--- src/rtl/ladybird_uart_pkg.sv ---
// Shared types and helpers for the ladybird UART transmit path.
package ladybird_uart_pkg;

  // Widest divisor the frame shadow can hold; DIV_WIDTH must not exceed it.
  localparam int DIV_MAX_W = 32;

  typedef enum logic [1:0] {
    PAR_NONE = 2'd0,
    PAR_EVEN = 2'd1,
    PAR_ODD  = 2'd2
  } parity_e;

  typedef enum logic [2:0] {
    IDLE,
    START,
    DATA,
    PARITY,
    STOP
  } tx_state_e;

  typedef struct packed {
    logic [DIV_MAX_W-1:0] div;
    logic [1:0]           bits;
    parity_e              parity;
    logic                 stop2;
  } frame_cfg_t;

  // Parity code 3 is an alias for "no parity".
  function automatic parity_e decode_parity(input logic [1:0] code);
    case (code)
      2'd1:    return PAR_EVEN;
      2'd2:    return PAR_ODD;
      default: return PAR_NONE;
    endcase
  endfunction

  // Keeps only the data bits that go on the wire for a given width code.
  function automatic logic [7:0] data_mask(input logic [1:0] bits);
    case (bits)
      2'd0:    return 8'h1F;
      2'd1:    return 8'h3F;
      2'd2:    return 8'h7F;
      default: return 8'hFF;
    endcase
  endfunction

  // Index of the last data bit (N-1) for a given width code.
  function automatic logic [2:0] last_bit_index(input logic [1:0] bits);
    return {1'b0, bits} + 3'd4;
  endfunction

endpackage

--- src/rtl/ladybird_sync_fifo.sv ---
// Synchronous FIFO with wrap-bit pointers; head entry is always presented on rdata.
module ladybird_sync_fifo #(
  parameter int WIDTH = 8,
  parameter int DEPTH = 16
) (
  input  logic                     clk,
  input  logic                     rst,
  input  logic                     push,
  input  logic [WIDTH-1:0]         wdata,
  input  logic                     pop,
  output logic [WIDTH-1:0]         rdata,
  output logic                     full,
  output logic                     empty,
  output logic [$clog2(DEPTH):0]   level
);

  localparam int AW = $clog2(DEPTH);

  logic [WIDTH-1:0] mem [DEPTH];
  logic [AW:0]      wr_ptr;
  logic [AW:0]      rd_ptr;

  assign empty = (wr_ptr == rd_ptr);
  assign full  = (wr_ptr[AW] != rd_ptr[AW]) && (wr_ptr[AW-1:0] == rd_ptr[AW-1:0]);
  assign level = wr_ptr - rd_ptr;
  assign rdata = mem[rd_ptr[AW-1:0]];

  // Pointer update; the extra wrap bit separates full from empty.
  always_ff @(posedge clk or posedge rst) begin
    if (rst) begin
      wr_ptr <= '0;
      rd_ptr <= '0;
    end else begin
      if (push && !full) wr_ptr <= wr_ptr + (AW+1)'(1);
      if (pop && !empty) rd_ptr <= rd_ptr + (AW+1)'(1);
    end
  end

  // Storage is not reset; emptiness comes from the pointers alone.
  always_ff @(posedge clk) begin
    if (push && !full) mem[wr_ptr[AW-1:0]] <= wdata;
  end

endmodule

--- src/rtl/ladybird_uart_tx_fifo.sv ---
// UART transmitter with a queued byte input and a per-frame latched format.
module ladybird_uart_tx_fifo
  import ladybird_uart_pkg::*;
#(
  parameter int                   DEPTH       = 16,
  parameter int                   DIV_WIDTH   = 16,
  parameter logic [DIV_WIDTH-1:0] DEFAULT_DIV = 16'h28B0
) (
  input  logic                     clk,
  input  logic                     rst,
  input  logic                     valid,
  input  logic [7:0]               data,
  output logic                     ready,
  input  logic [DIV_WIDTH-1:0]     cfg_div,
  input  logic [1:0]               cfg_bits,
  input  logic [1:0]               cfg_parity,
  input  logic                     cfg_stop2,
  output logic                     tx,
  output logic                     busy,
  output logic [$clog2(DEPTH):0]   level
);

  tx_state_e            state, state_n;
  frame_cfg_t           shadow, shadow_n;
  logic [DIV_MAX_W-1:0] cnt, cnt_n;
  logic [2:0]           bit_idx, bit_idx_n;
  logic [7:0]           shift, shift_n;
  logic                 par_bit, par_bit_n;
  logic                 stop_idx, stop_idx_n;
  logic                 tx_q, tx_n;
  logic                 start_frame;
  logic                 pop;

  logic [7:0]           fifo_rdata;
  logic                 fifo_full;
  logic                 fifo_empty;

  logic [DIV_MAX_W-1:0] new_div;
  logic [DIV_MAX_W-1:0] new_m1;
  logic [DIV_MAX_W-1:0] cur_m1;
  logic [7:0]           new_data;
  parity_e              new_par;

  assign ready = !fifo_full;

  ladybird_sync_fifo #(
    .WIDTH (8),
    .DEPTH (DEPTH)
  ) u_fifo (
    .clk   (clk),
    .rst   (rst),
    .push  (valid && ready),
    .wdata (data),
    .pop   (pop),
    .rdata (fifo_rdata),
    .full  (fifo_full),
    .empty (fifo_empty),
    .level (level)
  );

  // A divisor of 0 behaves like 1, so the reload value saturates at 0.
  assign new_div  = DIV_MAX_W'(cfg_div);
  assign new_m1   = (new_div == '0) ? '0 : new_div - DIV_MAX_W'(1);
  assign cur_m1   = (shadow.div == '0) ? '0 : shadow.div - DIV_MAX_W'(1);
  assign new_data = fifo_rdata & data_mask(cfg_bits);
  assign new_par  = decode_parity(cfg_parity);

  // Next-state logic: walks start/data/parity/stop and chains frames without a gap.
  always_comb begin
    state_n     = state;
    shadow_n    = shadow;
    cnt_n       = cnt;
    bit_idx_n   = bit_idx;
    shift_n     = shift;
    par_bit_n   = par_bit;
    stop_idx_n  = stop_idx;
    tx_n        = tx_q;
    start_frame = 1'b0;
    pop         = 1'b0;

    case (state)
      IDLE: begin
        tx_n = 1'b1;
        if (!fifo_empty) start_frame = 1'b1;
      end
      START: begin
        if (cnt == '0) begin
          state_n   = DATA;
          cnt_n     = cur_m1;
          bit_idx_n = 3'd0;
          tx_n      = shift[0];
        end else begin
          cnt_n = cnt - DIV_MAX_W'(1);
        end
      end
      DATA: begin
        if (cnt == '0) begin
          cnt_n = cur_m1;
          if (bit_idx == last_bit_index(shadow.bits)) begin
            if (shadow.parity != PAR_NONE) begin
              state_n = PARITY;
              tx_n    = par_bit;
            end else begin
              state_n    = STOP;
              stop_idx_n = 1'b0;
              tx_n       = 1'b1;
            end
          end else begin
            bit_idx_n = bit_idx + 3'd1;
            shift_n   = shift >> 1;
            tx_n      = shift[1];
          end
        end else begin
          cnt_n = cnt - DIV_MAX_W'(1);
        end
      end
      PARITY: begin
        if (cnt == '0) begin
          state_n    = STOP;
          cnt_n      = cur_m1;
          stop_idx_n = 1'b0;
          tx_n       = 1'b1;
        end else begin
          cnt_n = cnt - DIV_MAX_W'(1);
        end
      end
      STOP: begin
        if (cnt == '0) begin
          if (shadow.stop2 && !stop_idx) begin
            stop_idx_n = 1'b1;
            cnt_n      = cur_m1;
          end else if (!fifo_empty) begin
            start_frame = 1'b1;
          end else begin
            state_n = IDLE;
            tx_n    = 1'b1;
          end
        end else begin
          cnt_n = cnt - DIV_MAX_W'(1);
        end
      end
      default: begin
        state_n = IDLE;
        tx_n    = 1'b1;
      end
    endcase

    if (start_frame) begin
      pop       = 1'b1;
      state_n   = START;
      tx_n      = 1'b0;
      cnt_n     = new_m1;
      shift_n   = new_data;
      par_bit_n = (^new_data) ^ (new_par == PAR_ODD);
      shadow_n  = '{div: new_div, bits: cfg_bits, parity: new_par, stop2: cfg_stop2};
    end
  end

  // State register; reset parks the line high immediately.
  always_ff @(posedge clk or posedge rst) begin
    if (rst) begin
      state    <= IDLE;
      shadow   <= '{div: DIV_MAX_W'(DEFAULT_DIV), bits: 2'd3, parity: PAR_NONE, stop2: 1'b0};
      cnt      <= '0;
      bit_idx  <= 3'd0;
      shift    <= 8'd0;
      par_bit  <= 1'b0;
      stop_idx <= 1'b0;
      tx_q     <= 1'b1;
    end else begin
      state    <= state_n;
      shadow   <= shadow_n;
      cnt      <= cnt_n;
      bit_idx  <= bit_idx_n;
      shift    <= shift_n;
      par_bit  <= par_bit_n;
      stop_idx <= stop_idx_n;
      tx_q     <= tx_n;
    end
  end

  assign tx   = tx_q;
  assign busy = (state != IDLE) || (level != '0);

endmodule

--- config.mk ---
export PLATFORM = sky130hd
export DESIGN_NAME = ladybird_uart_tx_fifo
export DESIGN_NICKNAME = d
export VERILOG_FILES = /design/src/rtl/ladybird_uart_pkg.sv /design/src/rtl/ladybird_sync_fifo.sv /design/src/rtl/ladybird_uart_tx_fifo.sv
export SDC_FILE = /design/constraint.sdc
export NUM_CORES = 1
export LEC_CHECK = 0
export CELL_PAD_IN_SITES_DETAIL_PLACEMENT = 0
export CELL_PAD_IN_SITES_GLOBAL_PLACEMENT = 1
export CORE_MARGIN = 2
export CORE_UTILIZATION = 35
export CTS_CLUSTER_DIAMETER = 30
export DETAILED_ROUTE_END_ITERATION = 10
export PLACE_DENSITY = 0.67
export SKIP_CTS_REPAIR_TIMING = 1
export SYNTH_ARGS = -nofsm -noshare
export SYNTH_HDL_FRONTEND = slang
export SYNTH_SLANG_ARGS = --single-unit
--- constraint.sdc ---
create_clock -name clk -period 3.6 [get_ports clk]
set_clock_uncertainty 0.15 [all_clocks]
set_input_delay 0.36 -clock clk [delete_from_list [all_inputs] [get_ports clk]]
set_output_delay 0.36 -clock clk [all_outputs]
set_load 0.01 [all_outputs]
==> impl_metrics.env, run 1 <==
export IMPL_cp_required_ns=3.09
export IMPL_reg2regPathDepth=10
export IMPL_startpoint="u_fifo.wr_ptr[0]"
export IMPL_fmax_mhz=294
export IMPL_p_leak_nw=5.02
export IMPL_timing_rr_end="cnt[12]"
export IMPL_switchingPower_mw=4.16
export IMPL_status="completed"
export IMPL_floorplan_initialDensity=0.354
export IMPL_rsz0062_at_grt="false"
export IMPL_yosysSeqAreaShare=0.579
export IMPL_sequentialPowerShare=0.284
export IMPL_core_area_sq_mm=0.0285
export IMPL_synth_top_family_by_area="simple AND/OR/NAND/NOR gates"
export IMPL_viasPerCell=5.10
export IMPL_ys_top_cells_by_area="edfxtp_1, dfrtp_1, mux4_2"
export IMPL_cp_max_fo=4
export IMPL_syn_to_final_growth_pct=27.2
export IMPL_cts_root_buf="clkbuf_16"
export IMPL_p_comb_frac=0.347
export IMPL_yosys_area_share_simple=0.155
export IMPL_firstDrtPassIters=4
export IMPL_yosysMostFrequentCell="edfxtp_1"
export IMPL_place_gp_congestion=0.801
export IMPL_drc_errors=0
export IMPL_worst_r2r_setup_slack_ns=0.45
export IMPL_clock_latency_ns=0.56
export IMPL_synth_fa_ha_area_frac=0.0193
export IMPL_power_frac_clock=0.369
export IMPL_ir_worst_vdd_mv=0.480
export IMPL_fin_nets=993
export IMPL_fin_crit_sh=0.944
export IMPL_synth_ff_type="edfxtp_1"
export IMPL_end_kind="output port"
export IMPL_fin_crit_ns=3.40
export IMPL_htreeDepth=2
export IMPL_clkTransAtPathRegs_ns=0.05
export IMPL_synth_area_mux_share=0.0862
export IMPL_drt_iter0_markers=529
export IMPL_wire_per_inst_microns=18.5
export IMPL_power_internal_mw=7.94
export IMPL_synth_xor_area_frac=0.0421
export IMPL_drive_above_1_share=0.193
export IMPL_synth_top_cell_by_area="edfxtp_1"
export IMPL_worst_slack_ns=0.203
export IMPL_r2r_start="cnt[0]"
export IMPL_synth_commonest_cells="edfxtp_1, nand2_1, nor2_1"
export IMPL_synth_distinct_cells=69
export IMPL_preCtsSetupSlack_ns=0.242
export IMPL_setup_viol=0
export IMPL_antenna_cells=0
export IMPL_async_flop_share=0.385
export IMPL_finalMaxSlewViolations=0
export IMPL_ios=40
export IMPL_die_x_microns=174
export IMPL_grt_pass1_vias=7097
export IMPL_cts_tree="yes"
export IMPL_grt_usage=0.169
export IMPL_grt_first_pass_wirelength_microns=40300
export IMPL_syn_nets=899
export IMPL_synth_top_area_share=0.380
export IMPL_ys_warn_count=0
export IMPL_clock_path_buffers=3
export IMPL_power_density_mw_per_mm2=940
export IMPL_slew_headroom=0.486
export IMPL_grt_max_degree=43
export IMPL_clock_sinks=208
export IMPL_worstSetupStartpointType="flop"
export IMPL_hpwl_microns=17100
export IMPL_ys_ff_latch=208
export IMPL_dp_cells=1279
export IMPL_syn_avg_cell_area_sq_um=11.9
export IMPL_gr_total_overflow=0
export IMPL_max_cap_violations=0
export IMPL_port_buffers=39
export IMPL_swShare=0.344
export IMPL_hp_class="in2async"
export IMPL_rows=62
export IMPL_die_y_microns=174
export IMPL_netlist_area_sq_mm=0.0101
export IMPL_vias=6995
export IMPL_synth_compound_area_share=0.0932
export IMPL_antenna_found_initial=0
export IMPL_dieArea_sq_mm=0.0303
export IMPL_ant_nets=0
export IMPL_worstMarginPinSlew_ns=0.770
export IMPL_synth_edff_count=128
export IMPL_synthCells=852
export IMPL_arrival_ns=2.89
export IMPL_final_cells=1371
export IMPL_wl_microns=25300
export IMPL_hold_violations=0
export IMPL_worstSetupPathType="reg2out"
export IMPL_cts_inserted_buffers=49
-- kinds of logic after synthesis --
kind of cell	count (synthesis)
simple gates	321
flops	208
compound gates	158
buf+inv	56
fa+ha+maj	15
mux	47
xor+xnor	47
-- flip-flops by register name, indices dropped and copies added, names as in the netlist --
| name | count |
|---|---|
| tx | 1 |
| u_fifo.wr_ptr | 5 |
| stop_idx | 1 |
| u_fifo.mem | 128 |
| shift | 8 |
| cnt | 32 |
| par_bit | 1 |
| shadow | 21 |
| bit_idx | 3 |
| state | 3 |
| u_fifo.rd_ptr | 5 |
-- metal layers --
metal | wire length [microns] | track usage
met1 | 11600 | 0.229
met2 | 12300 | 0.280
met3 | 958 | 0.0335
met4 | 451 | 0.0424
met5 | 0 | 0
-- critical path, cell delays in order (launching register included) --
cell	delay, ns
dfrtp_1	0.39
inv_1	0.12
ha_1	0.22
fa_1	0.48
inv_1	0.04
or4_1	0.49
or4_1	0.41
dlymetal6s2s_1	0.19
-- placed cells by master, fill, tap and decap left out, drive strengths merged, types with 6 or more instances in the layout --
cell and n:
a22oi 7, nand3 15, clkbuf 55, o22ai 8
xnor2 30, nand2b 16, dfrtp 72, or4 9
nor4 14, nand4 8, edfxtp 128, buf 40
nand2 108, nor3 35, o21ai 62, bufinv 6
and2 7, inv 24, a31oi 7, a21o 6
clkinv 25, mux2i 14, a21oi 42, ha 14
dfstp 8, xor2 16, nor2 82, clkdlybuf4s50 38
mux4 32
-- cell type report --
class                   count  area [sq um]
fillers                  2658         15700
flip-flops and latches    208          5860
clock buffers              55          1290
inverters                  20          76.3
repair buffers             79           731
multi-input cells         588          4010
clock inverters            37           428
well taps                 384           480
-- per-stage QoR --
step / util / cell area, sq um / power [mW] / hold slack [ns] / setup TNS (ns)
after global routing: 0.451 / 12900 / 12.8 / 0.154 / 0
after detailed placement: 0.390 / 11100 / 7.70 / 0.312 / 0
after floorplan: - / 10100 / 6.37 / 0.293 / 0
after CTS: 0.451 / 12900 / 12.2 / 0.121 / -0.137
final: 0.451 / 12900 / 12.1 / 0.107 / 0
after global placement: 0.390 / 11100 / 7.67 / 0.307 / 0
-- worst max path at each step --
stage	to	slack (ns)
2_1_floorplan	u_fifo.mem[3][0]	0.18
3_3_place_gp	cnt[0]	0.27
3_5_place_dp	cnt[0]	0.24
4_1_cts	busy	-0.14
5_1_grt	busy	0.06
6_report	busy	0.20
-- power by group through the flow --
stage          sequential (mW)  combinational (mW)  clock [mW]
6_report                  3.44                4.20        4.46
5_1_grt                   3.50                4.66        4.68
3_3_place_gp              3.46                4.21           0
3_5_place_dp              3.47                4.23           0
4_1_cts                   3.43                4.25        4.54
2_1_floorplan             3.33                3.04           0
Power figures use the tool's default switching activity.
==> inputs of run 2 (changes only) <==
--- a/config.mk
+++ b/config.mk
@@ -7,11 +7,12 @@
 export LEC_CHECK = 0
 export CELL_PAD_IN_SITES_DETAIL_PLACEMENT = 0
 export CELL_PAD_IN_SITES_GLOBAL_PLACEMENT = 1
+export CORE_ASPECT_RATIO = 1.4
 export CORE_MARGIN = 2
 export CORE_UTILIZATION = 35
 export CTS_CLUSTER_DIAMETER = 30
 export DETAILED_ROUTE_END_ITERATION = 10
-export PLACE_DENSITY = 0.67
+export PLACE_DENSITY_LB_ADDON = 0.1
 export SKIP_CTS_REPAIR_TIMING = 1
 export SYNTH_ARGS = -nofsm -noshare
 export SYNTH_HDL_FRONTEND = slang
==> run 2 against run 1 <==
  * Worst hold slack better by 0.076 ns
  * Count of clock-buffer cells in the layout up 2
  * Combinational power about the same
  * Wire length up 6.0%
  * Register-to-register slack worse by 0.11 ns
  * Clock power down 6.3%
  * Core utilization down 0.32 points
  * First-iteration DRC count down 43%
  * Non-clock buffer count up 2
==> impl_metrics.env, run 2 (synthesized netlist as in run 1, its figures left out) <==
export IMPL_status="completed"
export IMPL_grt_pass1_vias=7622
export IMPL_cts_tree="yes"
export IMPL_reg2regPathDepth=10
export IMPL_cts_root_buf="clkbuf_16"
export IMPL_ios=40
export IMPL_fin_crit_ns=3.44
export IMPL_cp_required_ns=3.09
export IMPL_largest_reg_flops=128
export IMPL_arrival_ns=2.93
export IMPL_timing_rr_end="u_fifo.rd_ptr[3]"
export IMPL_power_density_mw_per_mm2=933
export IMPL_rows=73
export IMPL_worstMarginPinSlew_ns=0.974
export IMPL_ant_nets=0
export IMPL_die_y_microns=205
export IMPL_final_common_cell="edfxtp_1"
export IMPL_sequentialPowerShare=0.291
export IMPL_finalMaxSlewViolations=0
export IMPL_wire_per_inst_microns=19.8
export IMPL_p_leak_nw=4.92
export IMPL_ff_latch_area_sq_mm=0.00586
export IMPL_power_internal_mw=7.73
export IMPL_place_gp_congestion=0.792
export IMPL_grt_max_degree=49
export IMPL_setup_tns_ns=0
export IMPL_grt_first_pass_wirelength_microns=42500
export IMPL_vias=7089
export IMPL_preCtsSetupSlack_ns=0.210
export IMPL_dieArea_sq_mm=0.0303
export IMPL_antenna_found_initial=0
export IMPL_end_kind="output port"
export IMPL_cts_inserted_buffers=46
export IMPL_floorplan_initialDensity=0.356
export IMPL_gr_total_overflow=0
export IMPL_worst_slack_ns=0.162
export IMPL_antenna_cells=0
export IMPL_max_cap_violations=0
export IMPL_multi_input_area_sq_mm=0.00401
export IMPL_hp_class="in2async"
export IMPL_port_buffers=39
export IMPL_r2r_start="cnt[0]"
export IMPL_fmax_mhz=291
export IMPL_wl_microns=26800
export IMPL_drt_iter0_markers=300
export IMPL_worst_r2r_setup_slack_ns=0.34
export IMPL_htreeDepth=2
export IMPL_viasPerCell=5.22
export IMPL_fill_cells=2641
export IMPL_clock_sinks=208
export IMPL_hold_violations=0
export IMPL_clock_path_buffers=3
export IMPL_grt_usage=0.183
export IMPL_hpwl_microns=18900
export IMPL_rsz0062_at_grt="false"
export IMPL_core_area_sq_mm=0.0284
export IMPL_die_x_microns=148
export IMPL_drc_errors=0
export IMPL_cp_max_fo=4
export IMPL_fin_crit_sh=0.955
export IMPL_swShare=0.348
export IMPL_setup_viol=0
export IMPL_fin_nets=992
export IMPL_switchingPower_mw=4.13
export IMPL_worstSetupPathType="reg2out"
export IMPL_syn_to_final_growth_pct=25.7
export IMPL_p_comb_frac=0.356
export IMPL_slew_headroom=0.350
export IMPL_clock_latency_ns=0.55
export IMPL_layout_common_cells="edfxtp_1, nand2_1, nor2_1, dfrtp_1, o21ai_0"
export IMPL_power_frac_clock=0.353
export IMPL_worstSetupStartpointType="flop"
export IMPL_ir_worst_vdd_mv=0.478
export IMPL_firstDrtPassIters=4
export IMPL_clkTransAtPathRegs_ns=0.05
export IMPL_drive_above_1_share=0.181
## run 2: critical path, cell delays in order (launching register included)
cell and delay (ns):
dfrtp_1 0.40, inv_1 0.13, ha_1 0.23, fa_1 0.48, inv_1 0.05, or4_1 0.51, or4_1 0.41, dlymetal6s2s_1 0.19
## run 2: power groups by stage
stage / registers, mW / logic (mW) / clock network [mW]
after global placement: 3.47 / 4.21 / 0
after global routing: 3.51 / 4.69 / 4.38
final: 3.45 / 4.22 / 4.18
after floorplan: 3.33 / 3.04 / 0
after CTS: 3.46 / 4.28 / 4.26
after detailed placement: 3.49 / 4.26 / 0
## run 2: metrics by stage
step / power, mW / utilization / hold slack, ns / area [sq um] / instances
final: 11.9 / 0.448 / 0.184 / 12700 / 1357
after global routing: 12.6 / 0.448 / 0.237 / 12700 / 1357
after CTS: 12.0 / 0.447 / 0.213 / 12700 / 1354
after detailed placement: 7.75 / 0.392 / 0.311 / 11100 / 1269
after global placement: 7.68 / 0.392 / 0.312 / 11100 / 1269
after floorplan: 6.37 / - / 0.293 / 10100 / 852
## run 2: metal layers
layer / part of all wire / vias to the layer above / track usage
li1: - / 3370 / -
met1: 0.38 / 3540 / 0.194
met2: 0.57 / 132 / 0.359
met3: 0.031 / 47 / 0.0325
met4: 0.025 / 0 / 0.0608
met5: 0 / - / 0
## run 2: worst max path at each step
| stage | startpoint | end | slack (ns) | depth (start not counted) |
|---|---|---|---|---|
| final | u_fifo.wr_ptr[0] | busy | 0.16 | 7 |
| after global routing | u_fifo.wr_ptr[0] | busy | 0.04 | 7 |
| after CTS | u_fifo.wr_ptr[0] | busy | -0.20 | 7 |
| after detailed placement | cfg_div[0] | cnt[0] | 0.21 | 10 |
| after global placement | cfg_div[0] | cnt[0] | 0.25 | 10 |
| after floorplan | u_fifo.rd_ptr[1] | u_fifo.mem[3][0] | 0.18 | 11 |
## run 2: area by class of cell
class / instances / share of cell area
sequential: 208 / 0.461
multi-input combinational: 588 / 0.315
clock buffer: 57 / 0.0946
timing repair buffer: 81 / 0.0587
tap: 375 / 0.0369
clock inverter: 28 / 0.0281
inverter: 20 / 0.00600
==> inputs of run 3 (changes only) <==
==> constraint.sdc (replaced) <==
create_clock -name clk -period 3.4 [get_ports clk]
set_clock_uncertainty 0.15 [all_clocks]
set_input_delay 0.34 -clock clk [delete_from_list [all_inputs] [get_ports clk]]
set_output_delay 0.34 -clock clk [all_outputs]
set_load 0.01 [all_outputs]
==> run 3 against run 2 <==
  * Highest routed layer unchanged
  * Critical path depth stayed put
  * Final cell count is 1.3% higher
  * Die area stayed put
==> impl_metrics.env, run 3 (synthesized netlist as in run 1, its figures left out) <==
export IMPL_swShare=0.347
export IMPL_power_density_mw_per_mm2=995
export IMPL_gr_total_overflow=0
export IMPL_setup_viol=0
export IMPL_layout_common_cells="edfxtp_1, nand2_1, nor2_1, dfrtp_1, o21ai_0"
export IMPL_ant_nets=0
export IMPL_place_gp_congestion=0.797
export IMPL_switchingPower_mw=4.46
export IMPL_cp_top_family="simple AND/OR/NAND/NOR gates"
export IMPL_dieArea_sq_mm=0.0303
export IMPL_grt_max_degree=36
export IMPL_worstMarginPinSlew_ns=0.710
export IMPL_hp_class="in2reg"
export IMPL_clock_path_buffers=3
export IMPL_htreeDepth=2
export IMPL_p_leak_nw=5.06
export IMPL_cp_required_ns=2.91
export IMPL_fin_crit_ns=3.25
export IMPL_crit_buf_inv=3
export IMPL_final_common_cell="edfxtp_1"
export IMPL_fmax_mhz=308
export IMPL_fin_crit_sh=0.956
export IMPL_grt_usage=0.184
export IMPL_crit_top_cell="or4_1"
export IMPL_clock_sinks=208
export IMPL_worst_slack_ns=0.149
export IMPL_ff_latch_area_sq_mm=0.00586
export IMPL_rows=73
export IMPL_fill_cells=2625
export IMPL_firstDrtPassIters=5
export IMPL_status="completed"
export IMPL_viasPerCell=5.20
export IMPL_power_internal_mw=8.40
export IMPL_cp_max_fo=4
export IMPL_dpl_instance_area_sq_mm=0.0113
export IMPL_drive_above_1_share=0.206
export IMPL_cp_slowest_cell="or4_1"
export IMPL_finalMaxSlewViolations=0
export IMPL_whs_ns=0.240
export IMPL_p_comb_frac=0.356
export IMPL_wl_microns=26900
export IMPL_fin_nets=1008
export IMPL_worstSetupPathType="reg2out"
export IMPL_die_x_microns=148
export IMPL_vias=7149
export IMPL_clkTransAtPathRegs_ns=0.05
export IMPL_drt_iter0_markers=366
export IMPL_end_kind="output port"
export IMPL_die_y_microns=205
export IMPL_port_buffers=39
export IMPL_hold_violations=0
export IMPL_drc_errors=0
export IMPL_slowest_delay_ns=0.50
export IMPL_largest_reg_flops=128
export IMPL_grt_first_pass_wirelength_microns=42600
export IMPL_rsz0062_at_grt="false"
export IMPL_wire_per_inst_microns=19.6
export IMPL_antenna_cells=0
export IMPL_cts_inserted_buffers=47
export IMPL_clock_latency_ns=0.55
export IMPL_arrival_ns=2.76
export IMPL_finalInstanceArea_sq_mm=0.0129
export IMPL_ios=40
export IMPL_path_cells="inv_2, ha_2, fa_1, inv_1, or4_1, or4_1, buf_2"
export IMPL_max_cap_violations=0
export IMPL_cts_tree="yes"
export IMPL_multi_input_area_sq_mm=0.00401
export IMPL_preCtsSetupSlack_ns=0.115
export IMPL_cts_root_buf="clkbuf_16"
export IMPL_slew_headroom=0.525
export IMPL_syn_to_final_growth_pct=27.8
export IMPL_hpwl_microns=19400
export IMPL_antenna_found_initial=0
export IMPL_worstSetupStartpointType="flop"
export IMPL_ir_worst_vdd_mv=0.493
export IMPL_floorplan_initialDensity=0.356
export IMPL_grt_pass1_vias=7763
export IMPL_sequentialPowerShare=0.283
export IMPL_core_area_sq_mm=0.0284
export IMPL_power_frac_clock=0.361
[run 3: area by class of cell]
| type | instances | share of cell area |
|---|---|---|
| Clock inverter | 33 | 0.0311 |
| Inverter | 20 | 0.00590 |
| Tap cell | 375 | 0.0363 |
| Sequential cell | 208 | 0.453 |
| Multi-Input combinational cell | 588 | 0.310 |
| Timing Repair Buffer | 96 | 0.0660 |
| Clock buffer | 55 | 0.0972 |
[run 3: routing by layer]
metal / wire length [microns] / global-route usage / part of all wire
met5: 0 / 0 / 0
met4: 1120 / 0.0889 / 0.042
met3: 888 / 0.0325 / 0.033
met2: 15000 / 0.353 / 0.56
met1: 9920 / 0.191 / 0.37
[run 3: path summary, 6_finish.rpt]
path                                       start                to  slack [ns]  cells after the start
worst max-delay path            u_fifo.wr_ptr[0]              busy        0.15                      7
min in group asynchronous                    rst  u_fifo.wr_ptr[3]        0.48                      3
worst min-delay path               cfg_parity[0]         shadow[1]        0.24                      3
worst min register to register         shadow[3]         shadow[3]        0.32                      2
max in group asynchronous                    rst                tx        1.79                      4
worst max register to register            cnt[0]           cnt[16]        0.43                     12
[run 3: worst register-to-register path, delay by kind of cell (launching register included)]
| kind | cells | cell delay (ns) |
|---|---|---|
| flip-flops | 1 | 0.40 |
| AND/OR/NAND/NOR | 5 | 1.15 |
| AO/OA/AOI/OAI | 2 | 0.26 |
| adder cells (fa/ha/maj) | 1 | 0.21 |
| buffers and inverters | 4 | 0.70 |
[run 3: power groups by stage]
stage	clock, mW	combinational (mW)	sequential (mW)
2_1_floorplan	0	3.23	3.53
3_3_place_gp	0	4.61	3.66
3_5_place_dp	0	4.65	3.69
4_1_cts	4.72	4.66	3.65
5_1_grt	4.84	5.07	3.71
6_report	4.64	4.57	3.65
[run 3: through the flow]
step	utilization	total power, mW	std cells	setup TNS, ns
after global routing	0.455	13.6	1375	0
after global placement	0.396	8.27	1285	0
after floorplan	-	6.75	852	0
final	0.455	12.9	1375	0
after CTS	0.455	13.0	1373	-0.319
after detailed placement	0.396	8.34	1285	0
